==> config.mk <==
export PLATFORM = sky130hd
export DESIGN_NAME = scalar_wb_ctrl
export DESIGN_NICKNAME = d
export VERILOG_FILES = /design/src/rtl/scalar_wb_ctrl.sv
export SDC_FILE = /design/constraint.sdc
export NUM_CORES = 1
export LEC_CHECK = 0
export ABC_CLOCK_PERIOD_IN_PS = 4010
export BUFFER_PORTS_ARGS = -buffer_cell sky130_fd_sc_hd__buf_2
export CAP_MARGIN = 20
export CORE_AREA = 10 10 142 144
export CTS_CLUSTER_DIAMETER = 150
export DETAILED_ROUTE_END_ITERATION = 12
export DIE_AREA = 0 0 152 154
export GPL_TIMING_DRIVEN = 0
export PLACE_DENSITY = 0.69
export SLEW_MARGIN = 20
export SYNTH_ARGS = -nofsm -noshare
export SYNTH_HDL_FRONTEND = slang
export SYNTH_SLANG_ARGS = --single-unit
==> constraint.sdc <==
create_clock -name clk -period 4.01 [get_ports clk]
set_input_delay 0.2005 -clock clk [delete_from_list [all_inputs] [get_ports clk]]
set_output_delay 0.2005 -clock clk [all_outputs]
set_load 0.05 [all_outputs]
==> src/rtl/scalar_wb_ctrl.sv <==
// scalar_wb_ctrl: round-robin write-back arbiter and RAW/WAW scoreboard for the scalar register file
module scalar_wb_ctrl #(
  parameter int WIDTH = 16,
  parameter int NREQ  = 3,
  parameter int NREG  = 32
) (
  input  logic                  clk,
  input  logic                  rst,
  input  logic                  alloc_valid,
  input  logic [4:0]            alloc_rd,
  input  logic [4:0]            rs1,
  input  logic [4:0]            rs2,
  input  logic [4:0]            rs3,
  output logic                  stall,
  input  logic [NREQ-1:0]       req_valid,
  input  logic [NREQ*5-1:0]     req_rd,
  input  logic [NREQ*WIDTH-1:0] req_data,
  output logic [NREQ-1:0]       req_ready,
  output logic [4:0]            RD,
  output logic [255:0]          WD,
  output logic                  WES,
  output logic [NREG-1:0]       busy,
  output logic                  err_unalloc
);
  localparam int PW = NREQ > 1 ? $clog2(NREQ) : 1;
  logic [PW-1:0]   ptr, gnt;
  logic            hit;
  int              idx;
  logic [NREG-1:0] busy_nxt;
  assign stall = busy[rs1] | busy[rs2] | busy[rs3] | (alloc_valid & busy[alloc_rd]);
  // Scan from lowest priority to highest so the last match is the winner.
  always_comb begin
    gnt = '0;
    hit = 1'b0;
    idx = 0;
    for (int k = NREQ - 1; k >= 0; k--) begin
      idx = (int'(ptr) + k) % NREQ;
      if (req_valid[idx]) begin
        hit = 1'b1;
        gnt = PW'(idx);
      end
    end
  end
  assign req_ready = (hit && rst) ? NREQ'(1) << gnt : '0;
  // Clear lands on the edge the RF captures the data; a colliding set wins.
  always_comb begin
    busy_nxt = busy;
    if (WES) busy_nxt[RD] = 1'b0;
    if (alloc_valid && !stall) busy_nxt[alloc_rd] = 1'b1;
  end
  always_ff @(posedge clk or negedge rst) begin
    if (!rst) begin
      busy        <= '0;
      RD          <= '0;
      WD          <= '0;
      WES         <= 1'b0;
      err_unalloc <= 1'b0;
      ptr         <= '0;
    end else begin
      busy <= busy_nxt;
      WES  <= hit;
      if (WES && !busy[RD]) err_unalloc <= 1'b1;
      if (hit) begin
        RD  <= req_rd[5*gnt +: 5];
        WD  <= {req_data[WIDTH*gnt +: WIDTH], {(256-WIDTH){1'b0}}};
        ptr <= (gnt == PW'(NREQ - 1)) ? '0 : gnt + 1'b1;
      end
    end
  end
endmodule

Word-level counts from Yosys, hierarchy flattened
Cells that the tools add are included.

$add $sub $neg: 3. $mul: 1. Divide/modulo/power cells: 3. $lt $le $gt $ge: 10. Equality and inequality tests: 1. Shift-type cells: 3. Mux-type cells: 33. Bitwise gates (word level): 7. Reductions and logical operators: 7.

Operators by type and width (count): 32-bit by 4-bit < comparator with 1-bit output, second input constant (3); 32-bit by 3-bit modulo with 32-bit output, second input constant (2); 32-bit two-way mux (2); 48-bit by 7-bit indexed part select with 16-bit output (1); 32-bit AND (1); 3-bit by 3-bit modulo with 32-bit output, second input constant (1); 32-bit NOT (1); 32-bit OR (1); 5-bit by 6-bit < comparator with 1-bit output, second input constant (5); 1-bit binary-select mux with 5-bit select (5); 1-bit two-way mux (16); 15-bit by 6-bit indexed part select with 5-bit output (1); 1-bit demux with 5-bit select (2); 5-bit by 1-bit greater-or-equal comparator with 1-bit output, second input constant (2); 2-bit two-way mux (4); 1-bit binary-select mux with 2-bit select (3); 1-bit logical AND (5); 3-bit by 2-bit multiplier with 5-bit output, first input constant (1); 2-bit by 1-bit adder with 3-bit output, second input constant (1); 2-bit by 2-bit adder with 3-bit output, second input constant (1); 3-bit two-way mux (1); 1-bit OR (3); 1-bit by 2-bit << shifter with 3-bit output, first input constant (1); 2-bit by 1-bit adder with 2-bit output, second input constant (1); 3 further kinds (4).

Register bits: 57. Latch bits: 0. RAM bits: 0. Memory bits (read-only): 0. Input port bits: 89. Output and inout bits: 299. Word-level logic and storage cells: 74. Memories kept: 0.

Depth between registers and ports, before layout
Gate-level depths: netlist of run 1.

Depth after elaboration: 10. Gate-level depth with buffers: 9. Depth with buffers taken out: 8.

Worst setup path before layout of run 1
Ideal clock, no wire load.

Kind: register -> output. Start point: reg ptr[0]. End point: out req_ready[2]. Arrival: 2.296 ns. Required time: 3.809 ns. Setup slack: 1.513 ns. Stages on the path, launching flop included: 9. Cell sequence: dfrtp_1 inv_1 ha_1 nor2b_1 o21ai_0 a21boi_1 clkbuf_1 clkbuf_1 and2_1.

Cells in the longest elaborated chain, start to end: 10.

RTL lines: start, declared (RTL line 26) `logic [PW-1:0] ptr, gnt;`; start signal, assigned (RTL line 66) `ptr <= (gnt == PW'(NREQ - 1)) ? '0 : gnt + 1'b1;`; 2-bit by 2-bit adder with 3-bit output (RTL line 37) `idx = (int'(ptr) + k) % NREQ;`; 32-bit by 3-bit modulo with 32-bit output (RTL line 37); 1-bit binary-select mux with 2-bit select (RTL line 38) `if (req_valid[idx]) begin`; 1-bit two-way mux (not written as such) (2 in a row) (RTL line 38); 2-bit two-way mux or 1-bit two-way mux (tied branches) (3 in a row) (RTL line 38); 1-bit by 2-bit << shifter with 3-bit output or 1-bit logical AND (tied branches) (RTL line 44) `assign req_ready = (hit && rst) ? NREQ'(1) << gnt : '0;`; 3-bit two-way mux (*) (RTL line 44); end, declared (RTL line 18) `output logic [NREQ-1:0] req_ready,`.

Mark *: on every way between the ends. The rest lies on a longest branch, timed or not. The select of a mux whose other input is x is not followed.

Worst setup path after layout of run 1
Ends and elaborated chain as after synthesis.

==> results of run 1 <==
[metrics by stage]
step / instance area [um^2] / worst slack (ps) / utilization / hold WS, ps
global route: 8340 / 446 / 0.485 / 68.2
detailed placement: 8020 / 1110 / 0.467 / 335
floorplan: 7010 / 1510 / - / -95.1
CTS: 8340 / 731 / 0.485 / 45.7
finish: 8340 / 764 / 0.485 / 60.3
global placement: 8010 / 1120 / 0.466 / 401
[layer usage]
metal | part of all wire | track usage | up-vias
li1 | - | - | 2827
met3 | 0.10 | 0.0678 | 42
met4 | 0.024 | 0.0729 | 0
met5 | 0 | 0 | -
met1 | 0.36 | 0.189 | 2603
met2 | 0.51 | 0.315 | 366
[cells in the final DEF (no fill, tap or decap), drive strengths merged, types with 3 or more instances in the layout]
cell type and count:
clkbuf 32, o21ai 74, a22oi 16, a22o 7, nand2b 6, mux2i 55, mux4 12, and2 5
nor2b 11, and3b 3, a21oi 16, nand3 19, a222oi 14, nand4 4, nor2 13, inv 5
buf 394, conb 240, nand3b 6, dfrtp 57, nand2 86, nor3b 6
[flip-flops by register name, indices dropped and copies added (netlist names)]
register and flops:
RD 5, WD 16, WES 1, busy 32, err_unalloc 1, ptr 2
[cell families (layout without fill, tap and decap cells)]
kind of cell,Yosys count,in the layout
multiplexers,69,69
AO/OA/AOI/OAI,142,142
AND/OR/NAND/NOR,171,171
buffers and inverters,276,435
other,1,240
adder cells (fa/ha/maj),2,2
flip-flops,57,57
[layout make-up]
cell class | count | area [um^2]
plain buffers | 271 | 1950
repair buffers | 144 | 728
clock inverters | 3 | 65.1
inverters | 5 | 18.8
multi-input cells | 624 | 3620
clock buffers | 12 | 246
fillers | 1712 | 8840
flip-flops and latches | 57 | 1430
well taps | 225 | 282
[worst reg2reg max path: stages, from the launching register on]
cell and delay [ps]:
dfrtp_1 370, inv_1 50, ha_1 360, o21ai_0 180, a211o_1 140, o221ai_1 200
nor3_1 730, clkbuf_1 430, nand2_1 110, nand2_1 80
[where the power goes]
part	total, W	internal [W]	switching (W)
sequential	0.00134	0.000856	0.000482
combinational	0.00376	0.00110	0.00266
clock	0.000825	0.000556	0.000268
total	0.00593	0.00251	0.00341
[path summary, 6_finish.rpt]
check                               end  slack [ps]  cells past startpoint
max                        req_ready[2]         760                      9
min                               RD[0]          60                      3
max reg2reg                     WD[250]        1280                      9
min reg2reg                     WD[249]         470                      2
max in group asynchronous       WD[249]        3010                      2
min in group asynchronous      busy[11]         490                      2
==> impl.org, run 1 <==
** Setup path
- STA classifies the critical path endpoint as a primary output.
- Worst Path Arrival :: 3050 ps
- The startpoint identified for the worst register-to-register timing path is ptr[0].
- The worst setup path is launched from a register.
- Slowest cell on crit path :: clkbuf_1
- Delay-heaviest family, CP :: buffers and inverters
- Largest stage delay, worst path :: 430 ps
- Crit path kind :: reg -> out
- Critical Path Most Common Cell :: clkbuf_1
- Required time of the critical path :: 3810 ps
- Tracing the worst setup path back leads to its startpoint at ptr[0].
- Count of buffering cells on the critical path with inverters included :: 4
- Critical Path, Cell by Cell :: inv_1 > ha_1 > nor2b_1 > o21ai_0 > a21boi_1 > clkbuf_1 > clkbuf_1 > and2_1 > buf_2
- Max FO, Critical Path :: 10

** Floorplanning
- Die width :: 152 um
- Initial Util :: 0.356
- In this run the vertical extent of the chip is 154 um.
- Number of rows in the core area :: 48
- 388 I/O pins were placed.
- Die area :: 0.0234 mm^2
- Core outline area :: 0.0172 mm^2

** Synth
- Fraction of the mapped netlist area in compound gates :: 0.166
- Multiplexer share of the synthesized area :: 0.138
- Post-synth top cells :: buf_4 (240), nand2_1 (86), dfrtp_1 (57)
- The number of different library cells used by synthesis comes to 47.
- Cell type with the highest aggregate area in the netlist :: buf_4
- Of the post-synthesis cell area, the dominant cell type holds 0.295.
- Cell types with the largest area share after synthesis :: buf_4 (29%), dfrtp_1 (23%), mux2i_1 (9.0%)
- Yosys printed 0 warnings.
- Ys flop type :: dfrtp_1
- Most common cell in the netlist :: buf_4
- Simple-gate portion of the synthesized area :: 0.136
- Dominant combinational cell family by area after synthesis :: buffers and inverters
- Of the synthesized area, sequential elements account for 0.233.
- Post-Syn Instances :: 718
- Synth Cell Area :: 0.00611 mm^2
- Share of the synthesized netlist area taken by xor and xnor gates :: 0
- After synthesis, the mean cell area works out to 8.52 um^2.
- Counting flops and latches in the post-synthesis netlist gives 57.
- Of the total synthesized cell area, the portion taken by full adders, half adders and majority gates is 0.00409.
- In the synthesized netlist the async set-or-reset flop fraction comes to 1.00.
- In this run, synthesis inferred 0 flip-flops with an integrated enable.

** Finish
- Antenna diode instance count :: 0
- The net count of the finished layout is 1203.
- Fin cells :: 1341
- Share of layout cells above drive strength 1 :: 0.406
- Area growth from synthesis to layout :: 36.4%

** Detailed routing
- Via count :: 5838
- Via density per instance :: 4.35
- For this run, the detailed router's first-pass iteration total came to 5.
- The count of nets left with antenna violations once routing finished came out at 0.
- In this run, the number of DRC markers left after iteration 0 of detailed routing was 481.
- Average detailed-routed wire length per instance :: 17.0 um
- Summed over all layers, the routed wires come to 22700 um.
- Total DRC errors in the routed layout :: 0

** Hold path
- In this run the worst hold path is classified as in -> reg.
- In this run the most critical hold path is launched from req_rd[0].

** STA
- Clock Skews :: 5.86 ps
- Share of the clock period used by the worst path after layout :: 0.810
- Setup repair after global routing missed its margin :: no
- Worst slew pin tran :: 824 ps
- In this run the tightest slew margin relative to its limit is 0.446.
- Endpoints failing setup :: 0
- Max Freq :: 0.308 GHz
- Final Max Tran Viols :: 0
- Min cycle time layout :: 3250 ps
- Final hold vios :: 0
- Setup total negative slack :: 0 ps

** Clock tree
- CTS tree :: done
- After clock tree synthesis, the flow added hold-fix buffers numbering 1.
- Post-CTS resize count :: 0
- Number of buffers on the longest clock path :: 2
- Clock latency on the worst-skew pair, taken at its later pin, is 330 ps.
- Root buffer selected by CTS :: clkbuf_16
- Number of setup buffers added after CTS :: 0
- After clock tree synthesis, the clock-pin slew on the worst setup and hold paths is 50 ps.
- Number of levels in the clock H-tree :: 3
- Counting every sink on the clock net gives 57.
- Total CTS buffers :: 9

** Placement
- Counting tap cells, the placed design contains a total of 1325 instances.
- Detailed Place HPWL :: 18700 um
- Count of buffers from port buffering :: 143
- RePlAce Congestion :: 0.926

** Outcome
- The flow ran to the end, and the final reports show no timing, DRC or antenna violations.

** Pwr
- The design draws 0.00593 W.
- In this run the power density over the cells is 711 mW/mm^2.
- IR analysis of the VDD net gives a maximum drop of 0.000542 V.
- Summed over all cells, the static leakage comes to 4.59 nW.

** Global route
- Summed over all layers, the global routing overflow is 0.
- GRT Resource Usage Total :: 0.179
- Number of antenna violations at the first check in global routing :: 0
- Number of global-route vias before repair :: 5716
- The first global-routing pass estimated 33400 um of wire.
- Entering global routing, the biggest net connects 61 pins.

** Run
- Across the run, the number of max-cap violations was 0.
Power figures use the tool's default switching activity.
==> run 2: changes to the inputs <==
==> config.mk (replaced) <==
export PLATFORM = sky130hd
export DESIGN_NAME = scalar_wb_ctrl
export DESIGN_NICKNAME = d
export VERILOG_FILES = /design/src/rtl/scalar_wb_ctrl.sv
export SDC_FILE = /design/constraint.sdc
export NUM_CORES = 1
export LEC_CHECK = 0
export ABC_AREA = 1
export ABC_CLOCK_PERIOD_IN_PS = 3270
export BUFFER_PORTS_ARGS = -buffer_cell sky130_fd_sc_hd__buf_2
export CAP_MARGIN = 20
export CORE_AREA = 10 10 144 146
export CTS_CLUSTER_DIAMETER = 150
export DETAILED_ROUTE_END_ITERATION = 12
export DIE_AREA = 0 0 154 156
export GPL_TIMING_DRIVEN = 0
export PLACE_DENSITY = 0.7
export SLEW_MARGIN = 20
export SYNTH_ARGS = -nofsm -noshare
export SYNTH_HDL_FRONTEND = slang
export SYNTH_SLANG_ARGS = --single-unit
==> constraint.sdc (replaced) <==
create_clock -name clk -period 3.27 [get_ports clk]
set_input_delay 0.1635 -clock clk [delete_from_list [all_inputs] [get_ports clk]]
set_output_delay 0.1635 -clock clk [all_outputs]
set_load 0.05 [all_outputs]
==> run 2 against run 1 <==
Net effect:
- clock skew rose by 1.2 ps
- total power rose by 32%
- global-route usage rose by 1.7 points
- die area rose by 2.6%
- sequential power rose by 33%
- wire length rose by 12%
- sequential share of layout area fell by 0.85 points
- critical path type unchanged
==> impl.org, run 2 <==
** Global route
- Number of global-route vias before repair :: 6821 (+19%)
- Wire length of the first global-routing pass :: 37700 um (+13%)
- Largest net degree at the start of global routing :: 59 (-3.3%)
- GR Overflow Total :: 0 (unchanged)
- The global-route total usage across every layer came to 0.196 (+0.0165).
- Number of antenna violations at the first check in global routing :: 3 (+3)

** Synth
- The post-synthesis sequential area ratio came to 0.217 (-0.0166).
- The synthesized area divided by synthesized cell count is 6.39 um^2 (-25%).
- The warning count from the yosys run is 0 (unchanged).
- Top-area cell type share of the netlist area :: 0.285 (-0.00954)
- Number of enable flip-flop cells after synthesis :: 0 (unchanged)
- The unique cell type count in the Yosys netlist is 30 (-36%).
- The number of cells produced by synthesis is 1030 (+43%).
- Cell types with the largest area share after synthesis :: buf_4 (29%), dfrtp_1 (22%), nand2_1 (19%)
- By instance count, the leading cell after synthesis is nand2_1.
- Synth Cell Area :: 0.00658 mm^2 (+7.7%)
- Sorting the synthesized cells by how often they occur yields nand2_1 (331), buf_4 (250), inv_1 (72).
- The largest total area in the synthesized netlist belongs to buf_4.
- The post-synthesis async set-or-reset flop share came to 1.00 (unchanged).
- Flip-flop and latch count after synthesis :: 57 (unchanged)
- In the synthesized netlist the dominant register cell turns out to be dfrtp_1.

** Detailed routing
- The met2 routed wirelength is 12400 um (+6.6%).
- The via density per instance was 4.37 (+0.33%).
- Starting DRC count in detailed routing :: 675 (+40%)
- Met1 layer wirelength in the final routing :: 9120 um (+10%)
- Average detailed-routed wire length per instance :: 15.4 um (-9.3%)
- Number of search-and-repair iterations in the first detailed-routing pass :: 5 (unchanged)
- The aggregate routed wire length was 25500 um (+12%).
- The vias after detailed routing came to 7242 (+24%).
- The DRC violation count after routing came to 0 (unchanged).
- The met3 wirelength from detailed routing is 3250 um (+43%).
- The remaining antenna violation count was 0 (unchanged).
- Highest routed metal layer :: met5

** Floorplanning
- Die width :: 154 um (+1.3%)
- Die extent in y :: 156 um (+1.3%)
- Initial Util :: 0.369 (+0.0130)
- The placeable core region was 0.0178 mm^2 (+3.9%).
- The number of I/O pins was 388 (unchanged).
- The total die area was 0.0240 mm^2 (+2.6%).
- Number of rows in the core area :: 49 (+2.1%)

** Setup path
- STA classifies the critical path endpoint as a primary output.
- The critical path data arrival time is 2370 ps (-680 ps).
- Required time of the critical path :: 3110 ps (-700 ps)
- The critical path starts at ptr[0].
- Critical Path Start Type :: register
- Number of cells on the worst reg-to-reg path :: 10 (+1)
- Worst reg2reg startpoint :: ptr[0]
- Max FO, Critical Path :: 10 (unchanged)
- The critical path is of the reg -> out type.

** Clock tree
- Total CTS buffers :: 9 (unchanged)
- CTS tree :: done
- Clock tree sinks :: 57 (unchanged)
- The total number of H-tree levels is 3 (unchanged).
- Clock Pin Slew Worst Setup and Hold Paths :: 60 ps (about the same)
- Number of setup buffers added after CTS :: 0 (unchanged)
- Clock insertion delay at the later pin of the skew report :: 330 ps (about the same)
- Number of buffers on the longest clock path :: 2 (unchanged)
- Root buffer selected by CTS :: clkbuf_16

** Finish
- Leaving out fill and tap cells, the most frequent cell in the layout is nand2_1.
- Final nets :: 1514 (+26%)
- Share of layout cells above drive strength 1 :: 0.310 (-0.0957)
- More flip-flops sit in one register than any other, and that register is busy.
- Commonest non-fill, non-tap cells in the layout :: nand2_1 (331), buf_4 (251), conb_1 (240), buf_2 (150), inv_1 (72)
- The area growth from synthesis to layout is 33.3%.
- The largest registers in the layout are busy x32, WD x16, RD x5.
- Flip-flop count of the largest register after layout :: 32 (unchanged)
- The core occupancy in the finished layout is 0.492 (+0.00633).
- Count of filler cells inserted in the layout :: 1836 (+7.2%)

** Hold path
- The cell depth of the worst hold path is 3 (unchanged).
- Type of the worst min-delay path :: in -> reg
- Startpoint of the tightest hold check path :: req_data[1]

** STA
- Endpoints failing setup :: 0 (unchanged)
- Setup repair after global routing left no endpoint under its margin.
- Worst slew pin tran :: 775 ps (-49.4 ps)
- The setup skew after layout came to 7.05 ps (+1.19 ps).
- The number of max-slew violations in the final report is 0 (unchanged).
- Of the available clock period, the critical path in the final layout requires 0.776.
- Setup total negative slack :: 0 ps (unchanged)
- Min cycle time layout :: 2540 ps
- Final hold vios :: 0 (unchanged)
- The relative slew slack came to 0.484 (+0.0372).
- Max Freq :: 0.394 GHz

** Pwr
- Static leakage :: 5.31 nW (+16%)
- The power per cell area was 892 mW/mm^2 (+26%).
- Maximum VDD drop :: 0.000625 V (+15%)

** Placement
- The placed wire-length estimate was 20500 um (+9.3%).
- The weighted congestion reported at the end of routability-driven placement was 0.949 (+2.5%).
- Count of buffers from port buffering :: 142 (-0.70%)

** Run
- Maxcap violations :: 0 (unchanged)

** Outcome
- The run finished with clean final reports.
-- run 2: layout make-up --
cell class	count	area [um^2]	share of cell area
inverters	81	304	0.0347
plain buffers	273	2040	0.233
repair buffers	143	723	0.0824
flip-flops and latches	57	1430	0.163
clock inverters	6	42.5	0.00485
diodes	1	2.50	0.000285
well taps	229	287	0.0327
clock buffers	10	239	0.0272
multi-input cells	858	3710	0.423
-- run 2: timing repair --
action / 4_1_cts / 5_1_grt
hold buffers: 1 / 0
resized for setup: 0 / 0
endpoints found under the hold margin: 57 / 0
-- run 2: kinds of logic after synthesis --
logic type / share of synthesized area
other: 0.000570
buffers and inverters: 0.356
and+or+nand+nor: 0.334
DFF: 0.217
AOI/OAI and AO/OA: 0.0890
adders and majority gates: 0.00380
-- run 2: per-stage QoR --
stage	area (um^2)	instances	hold slack (ps)	total power (W)	setup slack, ps
5_1_grt	8770	1658	36.3	0.00836	592
3_5_place_dp	8480	1640	290	0.00690	1010
6_report	8770	1658	38.1	0.00783	733
3_3_place_gp	8480	1640	372	0.00683	1050
4_1_cts	8770	1657	31.4	0.00781	735
2_1_floorplan	7480	1269	-132	0.00545	970
-- run 2: where the power goes --
group | switching (W) | total [W] | leakage, nW | internal [W]
Sequential | 0.000718 | 0.00178 | 0.693 | 0.00106
Clock | 0.000354 | 0.000888 | 0.135 | 0.000534
Combinational | 0.00382 | 0.00516 | 4.48 | 0.00134
-- run 2: final timing paths --
check                                     to  slack, ps
worst max-delay path            req_ready[0]        730
worst min-delay path                 WD[241]         40
worst max register to register       WD[243]       1020
worst min register to register   err_unalloc        450
max in group asynchronous            busy[4]       2290
min in group asynchronous            WD[254]        460
-- run 2: layer usage --
metal,vias up,track usage
met1,3120,0.211
met2,452,0.337
li1,3620,-
met5,-,0
met4,2,0.0693
met3,48,0.0811
-- run 2: critical path: stages (launching register included) --
cell and delay [ps]:
dfrtp_1 340, inv_1 60, ha_1 350, o21ai_0 190, nand2_1 90, o21a_1 140, nand2_1 70, nor2_1 50
nor2_2 90, buf_4 180, nand3_2 100, nor2_1 100, buf_2 270
==> run 3: changes to the inputs <==
--- a/config.mk
+++ b/config.mk
@@ -6,7 +6,7 @@
 export NUM_CORES = 1
 export LEC_CHECK = 0
 export ABC_AREA = 1
-export ABC_CLOCK_PERIOD_IN_PS = 3270
+export ABC_CLOCK_PERIOD_IN_PS = 2600
 export BUFFER_PORTS_ARGS = -buffer_cell sky130_fd_sc_hd__buf_2
 export CAP_MARGIN = 20
 export CORE_AREA = 10 10 144 146
==> constraint.sdc (replaced) <==
create_clock -name clk -period 2.6 [get_ports clk]
set_input_delay 0.13 -clock clk [delete_from_list [all_inputs] [get_ports clk]]
set_output_delay 0.13 -clock clk [all_outputs]
set_load 0.05 [all_outputs]
==> run 3 against run 2 <==
Net effect:
- first-iteration DRC count down 3.7%
- sequential power up 26%
- non-clock buffer count increased by 2
- wire length up 0.10%
- count of clock-buffer cells in the layout did not move
- sequential cell count unchanged
- worst hold slack worse by 29 ps
- clock skew about the same
- global-route usage is essentially flat
- cell count is 0.12% higher
==> impl.org, run 3 (synthesis results as in run 2) <==
** Outcome
- Result of the run :: finished, final reports clean

** STA
- The final number of hold-violating endpoints is 0 (unchanged).
- For this run, the top clock speed supported by timing is 0.411 GHz.
- Normalized max-slew margin :: 0.484 (+0.000706)
- The total setup violations reported at the end of the flow is 0 (unchanged).
- Setup repair after global routing missed its margin :: no
- The slew at the pin with the worst max-slew slack is 774 ps (-1.06 ps).
- Share of the clock period used by the worst path after layout :: 0.937
- The number of max-slew violations in the final report was 0 (unchanged).
- The setup skew after layout came to 7.21 ps (+0.160 ps).
- Min cycle time layout :: 2440 ps
- The final sum of negative setup slack came to 0 ps (unchanged).

** Setup path
- The number of gates on the worst path with buffers counted came to 12 (unchanged).
- The depth of the worst register-to-register path was 10 (unchanged).
- Count of buffering cells on the critical path with inverters included :: 3 (unchanged)
- STA classifies the critical path endpoint as a primary output.
- Required time of the critical path :: 2470 ps (-640 ps)
- Walking the worst path, the cells encountered are inv_1 > ha_1 > o21ai_0 > nand2_1 > o21a_1 > nand2_1 > nor2_1 > nor2_2 > buf_4 > nand3_2 > nor2_1 > buf_4.
- The slowest stage of the critical path is the ha_1 cell.
- The cell family contributing the most delay on the critical path is simple AND/OR/NAND/NOR gates.
- Largest stage delay, worst path :: 350 ps (about the same)
- The setup path with the least slack is of type reg -> out.
- Max FO, Critical Path :: 10 (unchanged)
- STA classifies the critical path startpoint as a register.
- The critical path data arrival time was 2310 ps (-60 ps).

** Finish
- Area growth from synthesis to layout :: 33.6%
- Count of filler cells inserted in the layout :: 1832 (-0.22%)
- Multi-input logic area :: 0.00371 mm^2 (unchanged)
- The area taken by flip-flops and latches came to 0.00143 mm^2 (unchanged).
- Flip-flop count of the largest register after layout :: 32 (unchanged)
- Leading registers by flop count :: busy x32, WD x16, RD x5
- Share of layout cells above drive strength 1 :: 0.310 (-0.000434)
- The number of nets in the final layout is 1516 (+0.13%).
- Ranked by flip-flop count, first place goes to busy.
- Leading cell type in the layout, fill and taps excluded :: nand2_1
- The count of non-filler cells in the finished layout was 1660 (+0.12%).
- Leaving out fill and tap cells, the most frequent cells in the layout are nand2_1 (331), buf_4 (252), conb_1 (240), buf_2 (149), inv_1 (72).

** Detailed routing
- Routed wire length :: 25500 um (+0.10%)
- The via density per instance came to 4.37 (about the same).
- Post-route antenna net violation count :: 0 (unchanged)
- Number of search-and-repair iterations in the first detailed-routing pass :: 5 (unchanged)
- Average detailed-routed wire length per instance :: 15.4 um (about the same)
- The DRC violation count after routing is 0 (unchanged).
- Starting DRC count in detailed routing :: 650 (-3.7%)
- The vias after detailed routing came to 7252 (+0.14%).

** Floorplanning
- Die area :: 0.0240 mm^2 (unchanged)
- Number of rows in the core area :: 49 (unchanged)
- The number of I/O pins was 388 (unchanged).
- Initial Util :: 0.369 (unchanged)
- Core outline area :: 0.0178 mm^2 (unchanged)
- Die width :: 154 um (unchanged)
- Die extent in y :: 156 um (unchanged)

** Placement
- RePlAce Congestion :: 0.949 (unchanged)
- The cell count after placement was 1640 (unchanged).
- Detailed Place HPWL :: 20500 um (unchanged)
- The total of buffers placed on input and output ports came to 142 (unchanged).

** Global route
- The global-route total usage across every layer was 0.196 (about the same).
- The wire length of the first global-routing pass was 37700 um (about the same).
- GR Overflow Total :: 0 (unchanged)
- The number of global-route vias before repair came to 6822 (+0.015%).
- Number of antenna violations at the first check in global routing :: 3 (unchanged)
- The maximum number of pins on one net before global-route repair is 59 (unchanged).

** Clock tree
- The tree is rooted in a clkbuf_16.
- Clock Pin Slew Worst Setup and Hold Paths :: 60 ps (about the same)
- The buffer depth of the longest clock path was 2 (unchanged).
- Total CTS buffers :: 9 (unchanged)
- The total number of H-tree levels was 3 (unchanged).
- CTS tree :: done
- Clock insertion delay at the later pin of the skew report :: 330 ps (about the same)
- Clock tree sinks :: 57 (unchanged)
- Number of setup buffers added after CTS :: 0 (unchanged)

** Pwr
- The leakage power total was 5.31 nW (+0.16%).
- The power per cell area was 1120 mW/mm^2 (+26%).
- Maximum VDD drop :: 0.000907 V (+45%)

** Hold path
- The cell depth of the worst hold path came to 3 (unchanged).
- The path class of the tightest hold or removal check is in -> reg.

** Run
- Maxcap violations :: 0 (unchanged)
==> run 3: cell types whose count changed in the layout (fill, tap and decap cells not counted), sizes merged <==
cell,delta
dlygate4sd3,+2
==> run 3: path summary, 6_finish.rpt <==
| kind | from | endpoint | slack, ps |
|---|---|---|---|
| setup / recovery | ptr[0] | req_ready[0] | 160 |
| hold / removal | req_data[15] | WD[255] | 9 |
| setup reg to reg | ptr[0] | WD[243] | 370 |
| hold reg to reg | err_unalloc | err_unalloc | 450 |
| max in group asynchronous | rst | busy[4] | 1660 |
| min in group asynchronous | rst | WD[254] | 430 |
==> run 3: through the flow <==
| stage | power (W) | area [um^2] | setup WS [ps] | util | hold WS, ps |
|---|---|---|---|---|---|
| global route | 0.0105 | 8800 | 11.8 | 0.493 | 2.80 |
| detailed placement | 0.00867 | 8480 | 340 | 0.475 | 256 |
| finish | 0.00986 | 8800 | 164 | 0.493 | 9.09 |
| global placement | 0.00859 | 8480 | 384 | 0.475 | 338 |
| CTS | 0.00982 | 8790 | 98.0 | 0.493 | 1.06 |
| floorplan | 0.00685 | 7480 | 334 | - | -166 |
==> run 3: cell type report <==
cell class	instances	share of cell area
clock buffers	10	0.0272
well taps	229	0.0326
inverters	81	0.0346
plain buffers	273	0.232
multi-input cells	858	0.421
clock inverters	6	0.00484
diodes	1	0.000284
repair buffers	145	0.0848
flip-flops and latches	57	0.162
==> run 3: metal layers <==
metal	part of all wire	GRT usage	wire length, um	up-vias
met3	0.13	0.0805	3320	56
met4	0.029	0.0693	752	2
met2	0.49	0.338	12400	455
met5	0.00051	0	13	-
met1	0.35	0.212	9050	3115
li1	-	-	-	3624
==> run 3: timing repair <==
item	4_1_cts	5_1_grt
hold buffers	3	0
hold endpoints to repair	59	0
gates resized for setup	0	2
endpoints found under the setup margin	0	1
==> run 3: worst register-to-register path: stages, from the launching register on <==
cell and delay [ps]:
dfrtp_1 340, inv_1 60, ha_1 350, o21ai_0 190
nand2_1 80, o21a_1 140, nand3_2 160, clkinv_1 250
clkbuf_1 310, nand2_1 120, nand4_1 100
==> run 3: power breakdown <==
| part | total (W) | switching, W | internal, W | leakage [nW] |
|---|---|---|---|---|
| clock | 0.00111 | 0.000441 | 0.000671 | 0.135 |
| sequential | 0.00225 | 0.000915 | 0.00134 | 0.693 |
| combinational | 0.00650 | 0.00480 | 0.00170 | 4.49 |
